==> config.mk <==
export PLATFORM = sky130hd
export DESIGN_NAME = dsp_integrator
export DESIGN_NICKNAME = d
export VERILOG_FILES = /design/src/rtl/dsp_integrator_pkg.sv /design/src/rtl/sat_adder.sv /design/src/rtl/dsp_integrator.sv
export SDC_FILE = /design/constraint.sdc
export NUM_CORES = 1
export LEC_CHECK = 0
export CAP_MARGIN = 20
export CORE_ASPECT_RATIO = 0.5
export CORE_MARGIN = 2
export CORE_UTILIZATION = 51
export CTS_CLUSTER_SIZE = 25
export DETAILED_ROUTE_END_ITERATION = 6
export PLACE_DENSITY = 0.75
export SLEW_MARGIN = 20
export SYNTH_ARGS = -nofsm -noshare
export SYNTH_HDL_FRONTEND = slang
export SYNTH_SLANG_ARGS = --single-unit
export TNS_END_PERCENT = 5
==> constraint.sdc <==
create_clock -name clock -period 3.41 [get_ports clock]
set_input_delay 0.5115 -clock clock [delete_from_list [all_inputs] [get_ports clock]]
set_output_delay 0.5115 -clock clock [all_outputs]
set_load 0.03 [all_outputs]
==> src/rtl/dsp_integrator_pkg.sv <==
// Shared constants and helpers for the running-sum integrator.
// Provides mode encodings, signed range limits and sign extension.
package dsp_integrator_pkg;

  localparam logic MODE_CONT = 1'b0;
  localparam logic MODE_DUMP = 1'b1;

  // Signed limit of a width-bit two's complement value; callers take the low width bits.
  function automatic logic [63:0] signed_limit(input int width, input logic want_max);
    logic [63:0] msb;
    msb = 64'd1 << (width - 1);
    return want_max ? (msb - 64'd1) : (~msb + 64'd1);
  endfunction

  function automatic logic [63:0] sign_extend(input logic [63:0] value, input int width);
    logic [63:0] shifted;
    shifted = value << (64 - width);
    return $unsigned($signed(shifted) >>> (64 - width));
  endfunction

endpackage

==> src/rtl/sat_adder.sv <==
// Combinational two's complement adder with overflow detect and optional clamping.
// With saturate=0 the wrapped sum passes through unchanged.
module sat_adder
  import dsp_integrator_pkg::*;
#(
  parameter int width    = 16,
  parameter bit saturate = 1'b1
) (
  input  logic [width-1:0] a,
  input  logic [width-1:0] b,
  output logic [width-1:0] sum,
  output logic             ovf
);

  localparam logic [width-1:0] max_val = width'(signed_limit(width, 1'b1));
  localparam logic [width-1:0] min_val = width'(signed_limit(width, 1'b0));

  logic [width-1:0] raw;

  // NOTE: every output gets a default before any condition so no latch is inferred.
  always_comb begin
    raw = a + b;
    ovf = (a[width-1] == b[width-1]) && (raw[width-1] != a[width-1]);
    sum = raw;
    if (saturate && ovf) begin
      sum = a[width-1] ? min_val : max_val;
    end
  end

endmodule

==> src/rtl/dsp_integrator.sv <==
// Running-sum integrator y[n] = y[n-1] + x[n], with continuous and integrate-and-dump modes.
// Holds the accumulator, dump counter, registered mode, output registers and sticky overflow.
module dsp_integrator
  import dsp_integrator_pkg::*;
#(
  parameter int word_size = 8,
  parameter int acc_size  = 16,
  parameter int dump_len  = 8,
  parameter int saturate  = 1
) (
  input  logic                clock,
  input  logic                reset,
  input  logic                clear,
  input  logic                hold,
  input  logic                mode,
  input  logic                valid_in,
  input  logic [word_size-1:0] Data_in,
  output logic [acc_size-1:0] Data_out,
  output logic                valid_out,
  output logic                overflow
);

  localparam int              cnt_w    = $clog2(dump_len);
  localparam logic [cnt_w-1:0] last_cnt = cnt_w'(dump_len - 1);

  logic [acc_size-1:0] acc, base, sample, sum;
  logic [cnt_w-1:0]    count, count_eff;
  logic                mode_q, mode_change, ovf;

  // A mode change restarts the sum, so the same-cycle sample sees a zero base and count.
  always_comb begin
    mode_change = (mode != mode_q);
    base        = mode_change ? '0 : acc;
    count_eff   = mode_change ? '0 : count;
    sample      = acc_size'(sign_extend(64'(Data_in), word_size));
  end

  sat_adder #(
    .width   (acc_size),
    .saturate(saturate != 0)
  ) u_sat_adder (
    .a  (base),
    .b  (sample),
    .sum(sum),
    .ovf(ovf)
  );

  // NOTE: state is assigned with <= so every register samples pre-edge values.
  always_ff @(posedge clock or posedge reset) begin
    if (reset) begin
      acc       <= '0;
      count     <= '0;
      mode_q    <= MODE_CONT;
      Data_out  <= '0;
      valid_out <= 1'b0;
      overflow  <= 1'b0;
    end else begin
      valid_out <= 1'b0;
      if (clear) begin
        acc      <= '0;
        count    <= '0;
        Data_out <= '0;
        overflow <= 1'b0;
      end else if (!hold) begin
        if (mode_change) begin
          mode_q <= mode;
          acc    <= '0;
          count  <= '0;
        end
        if (valid_in) begin
          overflow <= overflow | ovf;
          if (mode == MODE_CONT) begin
            acc       <= sum;
            Data_out  <= sum;
            valid_out <= 1'b1;
          end else if (count_eff == last_cnt) begin
            Data_out  <= sum;
            valid_out <= 1'b1;
            acc       <= '0;
            count     <= '0;
          end else begin
            acc   <= sum;
            count <= count_eff + 1'b1;
          end
        end
      end
    end
  end

endmodule
==> results of run 1 <==
-- logic make-up after synthesis --
group | synth area share [%]
AOI/OAI and AO/OA | 28.35
xor gates and xnor gates | 5.117
adders and majority gates | 6.178
buffers and inverters | 5.578
DFF | 35.04
muxes | 1.153
and+or+nand+nor | 18.58
-- how the worst max path moves through the flow --
stage / to / startpoint / depth (start not counted)
2_1_floorplan: Data_out[12] / mode / 15
3_3_place_gp: acc[12] / mode / 15
3_5_place_dp: Data_out[12] / mode / 15
4_1_cts: Data_out[12] / mode / 15
5_1_grt: Data_out[12] / mode_q / 14
6_report: Data_out[12] / mode_q / 14
-- cell type report --
| type | count | area (µm²) |
|---|---|---|
| Multi-Input combinational cell | 236 | 1668 |
| Fill cell | 422 | 1585 |
| Sequential cell | 38 | 950.9 |
| Timing Repair Buffer | 69 | 598.1 |
| Tap cell | 70 | 87.58 |
| Clock buffer | 6 | 82.58 |
| Inverter | 10 | 37.54 |
| Clock inverter | 2 | 12.51 |
-- routing by layer --
metal	vias up	share of wire (%)	track usage, %
met2	62	46	40.60
met3	6	4.6	4.918
met5	-	0	0
li1	1218	-	-
met1	1219	49	35.30
met4	0	0.73	4.082
-- cells in the mapped netlist (all sizes together), types with 4 or more instances --
cell     n  area share, %
buf      9            2.5
ha      11            5.1
a21oi    9            1.7
clkbuf  12            1.7
nor2    26            3.6
xor2     4            1.3
nor3     4           0.74
a21o    10            2.8
o21a     4            1.2
inv     10            1.4
dfrtp   38             35
xnor2   11            3.8
and2    16            3.9
a22o    13            4.2
a211oi   8            2.2
nand2   30            4.1
nor2b    4           0.92
o21ai   31            6.1
-- worst max-delay path: cells and delay by family, from the launching register on --
kind / cells / cell delay (ns)
flip-flops: 1 / 0.42
adder cells (fa/ha/maj): 2 / 0.44
XOR/XNOR: 2 / 0.40
buffers and inverters: 2 / 0.20
AND/OR/NAND/NOR: 3 / 0.46
AO/OA/AOI/OAI: 5 / 0.99
-- through the flow --
step                utilization (%)  power (mW)  hold slack, ns
floorplan                         -      0.7086          0.4418
global route                  68.44       1.243          0.5223
CTS                           67.34       1.177          0.4890
detailed placement            65.22      0.8398          0.4702
finish                        68.44       1.183          0.4833
global placement              65.07      0.8296          0.4580
-- registers in the layout, summed over array words and instances, names as in the netlist --
name and cells:
Data_out 16, mode_q 1, count 3, acc 16
valid_out 1, overflow 1
-- power groups by stage --
stage,sequential (mW),combinational [mW],clock (mW)
2_1_floorplan,0.511,0.198,0
3_3_place_gp,0.501,0.329,0
3_5_place_dp,0.502,0.338,0
4_1_cts,0.493,0.341,0.343
5_1_grt,0.497,0.381,0.365
6_report,0.493,0.350,0.339
-- timing repair --
action | in CTS | in global routing
setup endpoints to repair | 2 | 10
gates resized for setup | 1 | 15
buffers inserted | 0 | 1
pin swaps | 0 | 5
==> summary.md, run 1 <==
| Metric | Value |
|---|---|
| First-pass GRT wire length | `11.75 mm` |
| Crit. End Element | `flip-flop` |
| Cell variety after synth | `62` |
| Wire per inst | `16.31 µm` |
| Reg2reg path depth | `14` |
| Status | `complete, no violations` |
| Crit path kind | `flip-flop to flip-flop` |
| PortBufs | `31` |
| Max Slew Vio Count | `0` |
| Max rail drop VDD | `297.9 µV` |
| DRC errors left | `0` |
| Slew at the pin closest to its max-slew limit | `0.8777 ns` |
| Most frequent cells in the layout | `dfrtp_1, buf_4, nand2_1, clkdlybuf4s50_1, nor2_1` |
| RSZ-0062 raised after global routing | `no` |
| CTS tree | `done` |
| Seq/Total Area, Yosys | `35.04%` |
| Max clock buf depth | `2` |
| Gpl congestion | `0.9429` |
| Fin crit share | `89.09%` |
| CP max-delay cell | `dfrtp_1` |
| Non-Filler Instances | `431` |
| HPWL Detailed | `5.373 mm` |
| Initial antenna violation count | `0` |
| Cell row count | `18` |
| Sw Pwr | `0.3945 mW` |
| Final worst slack | `0.3720 ns` |
| Clock H-tree levels | `2` |
| RR Endpoint | `Data_out[12]` |
| ANT cells | `0` |
| Worst slack, placed | `-0.3955 ns` |
| Cell Area, Synth | `2714 µm²` |
| Clock share of power | `28.6%` |
| Nets | `386` |
| Hold path depth | `2` |
| Worst hold path type | `flip-flop to flip-flop` |
| Post-route cell area | `3437 µm²` |
| CP max FO | `5` |
| Worst Hold Launch | `Data_out[8]` |
| Synth async-reset ratio | `100.0%` |
| Yosys warns | `0` |
| CTS Buf Count | `5` |
| Vias in the first global route | `2444` |
| EDFF count, synth | `0` |
| Fin crit period | `3.038 ns` |
| Final Hold Viols | `0` |
| Critical path, cell by cell | `xnor2_2, and2_1, ha_1, inv_1, fa_2, buf_4, and3b_1, o221ai_2, a21oi_2, a221oi_4, nor2_2, o41ai_2, xor2_1, o21ai_1` |
| Setup TNS | `0 ns` |
| Register-to-Register Setup Slack | `0.37 ns` |
| Worst rel slew slack | `41.27%` |
| Max-cap viol count | `0` |
| Leak | `1.588 nW` |
| Critical Path Max Stage Delay | `0.42 ns` |
| Area growth, synth to finish | `26.65%` |
| Clk root buf | `clkbuf_8` |
| Total number of vias | `2505` |
| Pint | `0.7881 mW` |
| Cell Area, Placed | `3276 µm²` |
| Reg power frac | `41.7%` |
| Initial DRC count | `132` |
| Post-synth top flop | `dfrtp_1` |
| Data arrival, critical path | `3.21 ns` |
| Switching share of power | `33.36%` |
| Pre-Repair DR Iteration Count | `4` |
| Final setup viols | `0` |
| Die width | `107.2 µm` |
| Final WL | `7.030 mm` |
| Total track usage | `24.95%` |
| Logic pwr share | `29.6%` |
| Via density | `5.812` |
| Die area | `5956 µm²` |
| Placed insts | `422` |
| Die H | `55.58 µm` |
| ANT nets after route | `0` |
| RR Startpoint | `mode_q` |
| Mean Syn Cell Area | `8.898 µm²` |
| Post-Syn Nets | `331` |
| I/O pins | `32` |
| Startpoint types | `flip-flop` |
| Clk slew on worst S/H paths | `0.08 ns` |
| Worst Path Required | `3.58 ns` |
| Core ar. | `5022 µm²` |
| Fmax | `329.2 MHz` |
| Largest net degree at the start of global routing | `39` |
| Synth Instances | `305` |
| Cts hold-fix bufs | `0` |
| Layout cells sized above 1 | `19.94%` |
| Final setup skew | `0.009060 ns` |
| Hold Path End | `Data_out[8]` |
| Yosys reg bits | `38` |
| Starting density of the core | `54.04%` |
| Total grt overflow | `0` |
| CTS sink cnt | `38` |
| Pwr/cell area | `344.1 nW/µm²` |
| Clock latency on the worst-skew pair | `0.30 ns` |
No activity file was read; power rests on OpenSTA's default activity.
==> run 2, diff against run 1 <==
CORE_UTILIZATION = 56   (was 51)
PLACE_DENSITY = 0.8   (was 0.75)
clock period = 2.9 ns   (was 3.41 ns; I/O delays follow)
==> run 2 against run 1 <==
  * Worst hold slack improved by 0.0083 ns
  * Die area decreased by 8.4%
  * Sequential share of layout area decreased by 2.7 points
  * Setup slack got worse by 0.34 ns
  * Routed wire length increased by 13%
  * Global-route usage increased by 4.8 points
==> summary.md, run 2 (same netlist as run 1, synthesis figures left out) <==
| Metric | Value |
|---|---|
| Worst Path Required | `3.09 ns (-0.49 ns)` |
| Final WL | `7.949 mm (+13%)` |
| Total track usage | `29.79% (+4.8 points)` |
| Fill cells | `257 (-39%)` |
| Logic pwr share | `30.0% (+0.4 points)` |
| Wire per inst | `17.78 µm (+9.0%)` |
| Final setup skew | `0.01249 ns (+0.003425 ns)` |
| Worst hold path type | `flip-flop to flip-flop` |
| Critical path, cell by cell | `xnor2_4, buf_8, and2_4, ha_4, nand2_2, inv_2, a311o_1, o2111a_2, buf_6, a211o_4, and2_4, a22oi_2, o21ai_1` |
| Most used cell, CP | `and2_4` |
| Clock share of power | `34.8% (+6.2 points)` |
| Pint | `1.154 mW (+46%)` |
| Area growth, synth to finish | `40.39%` |
| Clock latency on the worst-skew pair | `0.30 ns (about the same)` |
| Max clock buf depth | `2 (unchanged)` |
| Die width | `102.5 µm (-4.4%)` |
| Pre-Repair DR Iteration Count | `5 (+1)` |
| First-pass GRT wire length | `12.19 mm (+3.8%)` |
| Total grt overflow | `0 (unchanged)` |
| Die H | `53.23 µm (-4.2%)` |
| RSZ-0062 raised after global routing | `yes` |
| Placed insts | `431 (+2.1%)` |
| Pwr/cell area | `435.1 nW/µm² (+26%)` |
| HPWL Detailed | `5.520 mm (+2.7%)` |
| DRC errors left | `0 (unchanged)` |
| Nets | `406 (+5.2%)` |
| Biggest regs | `Data_out (16), acc (16), count (3)` |
| I/O pins | `32 (unchanged)` |
| Final Hold Viols | `0 (unchanged)` |
| Via density | `6.020 (+3.6%)` |
| Cell Area, Placed | `3442 µm² (+5.1%)` |
| Crit. End Element | `flip-flop` |
| Clk root buf | `clkbuf_8` |
| Clk slew on worst S/H paths | `0.08 ns (about the same)` |
| Die area | `5453 µm² (-8.4%)` |
| Post-route cell area | `3810 µm² (+11%)` |
| Vias in the first global route | `2544 (+4.1%)` |
| Initial DRC count | `194 (+47%)` |
| Max-cap viol count | `0 (unchanged)` |
| Hold path depth | `2 (unchanged)` |
| Non-Filler Instances | `447 (+3.7%)` |
| Most frequent cells in the layout | `buf_4, dfrtp_1, clkdlybuf4s50_1, nand2_1, nor2_1` |
| CTS Buf Count | `5 (unchanged)` |
| Fin crit period | `2.863 ns (-0.1746 ns)` |
| Crit path kind | `flip-flop to flip-flop` |
| Slew at the pin closest to its max-slew limit | `0.9697 ns (+0.09197 ns)` |
| CP max-delay cell | `dfrtp_2` |
| CTS sink cnt | `38 (unchanged)` |
| Initial antenna violation count | `0 (unchanged)` |
| Data arrival, critical path | `3.05 ns (-0.16 ns)` |
| ANT nets after route | `0 (unchanged)` |
| Setup TNS | `0 ns (unchanged)` |
| Reg2reg path depth | `13 (-1)` |
| Core ar. | `4531 µm² (-9.8%)` |
| PortBufs | `31 (unchanged)` |
| Critical Path Max Stage Delay | `0.45 ns (+0.03 ns)` |
| Max rail drop VDD | `314.2 µV (+5.5%)` |
| Largest net degree at the start of global routing | `39 (unchanged)` |
| Worst rel slew slack | `35.12% (-6.2 points)` |
| Final setup viols | `0 (unchanged)` |
| Fin crit share | `98.74% (+9.6 points)` |
| CP max FO | `7 (+2)` |
| Sw Pwr | `0.5034 mW (+28%)` |
| Layout cells sized above 1 | `30.45% (+11 points)` |
| Max Slew Vio Count | `0 (unchanged)` |
| Status | `complete, no violations` |
| Startpoint types | `flip-flop` |
| Gpl congestion | `0.9451 (+0.23%)` |
| CTS tree | `done` |
| ANT cells | `0 (unchanged)` |
| Total number of vias | `2691 (+7.4%)` |
| Final Core Density | `84.09% (+16 points)` |
| Cell row count | `17 (-1)` |
| Reg power frac | `35.2% (-6.5 points)` |
| Switching share of power | `30.37% (-3.0 points)` |
| Fmax | `349.2 MHz (+6.1%)` |
| Leak | `1.739 nW (+9.5%)` |
| Cts hold-fix bufs | `0 (unchanged)` |
| Starting density of the core | `59.90% (+5.9 points)` |
| Clock H-tree levels | `2 (unchanged)` |
| Commonest non-fill, non-tap cell in the layout | `buf_4` |
run 2: worst max-delay path: cells and delay by family, from the launching register on:
kind            cells  cell delay (ns)
fa+ha+maj           1             0.19
buf+inv             3             0.31
compound gates      5             1.18
flops               1             0.45
simple gates        3             0.38
xor+xnor            1             0.23
run 2: area by class of cell:
class	count	area, µm²	area share (%)
clock buffers	6	82.58	2.167
inverters	10	37.54	0.9852
multi-input cells	236	1803	47.32
clock inverters	2	60.06	1.576
repair buffers	89	792.0	20.79
well taps	66	82.58	2.167
flip-flops and latches	38	952.2	24.99
run 2: stage by stage:
| stage | power, mW | setup WS (ns) | hold WS (ns) |
|---|---|---|---|
| 2_1_floorplan | 0.8605 | -0.05055 | 0.4418 |
| 3_3_place_gp | 1.000 | -0.5868 | 0.4632 |
| 3_5_place_dp | 1.012 | -0.6095 | 0.4673 |
| 4_1_cts | 1.591 | -0.001832 | 0.4880 |
| 5_1_grt | 1.721 | -0.06284 | 0.5246 |
| 6_report | 1.658 | 0.03666 | 0.4916 |
run 2: per-layer routing:
metal | up-vias | global-route usage [%] | share of wire [%] | wire length (µm)
li1 | 1256 | - | - | -
met1 | 1295 | 39.51 | 44 | 3472
met2 | 122 | 50.54 | 48 | 3799
met3 | 18 | 5.680 | 6.5 | 519
met4 | 0 | 7.778 | 2.0 | 158
met5 | - | 0 | 0 | 0
run 2: what timing repair did:
item                                    CTS  global route
gates cloned                              0             1
pin swaps                                11            20
gates resized for setup                  17            25
endpoints found under the setup margin   33            31
buffers inserted                          3             7
run 2: path summary, 6_finish.rpt:
| path | start | to | slack [ns] |
|---|---|---|---|
| max | mode_q | Data_out[12] | 0.04 |
| min | Data_out[10] | Data_out[10] | 0.49 |
| max reg2reg | mode_q | Data_out[12] | 0.04 |
| min reg2reg | Data_out[10] | Data_out[10] | 0.49 |
| max in group asynchronous | reset | mode_q | 2.00 |
| min in group asynchronous | reset | Data_out[15] | 0.55 |
run 2: power by group through the flow:
stage               Combinational, mW  Sequential [mW]  Clock, mW
floorplan                       0.260            0.601          0
global placement                0.410            0.590          0
detailed placement              0.420            0.592          0
CTS                             0.433            0.582      0.576
global route                    0.534            0.586      0.601
finish                          0.497            0.583      0.578
==> run 3, diff against run 2 <==
ABC_CLOCK_PERIOD_IN_PS = 2900   (was default)
==> results of run 3 <==
No change in the layout: final DEF, timing and power equal those of run 2.
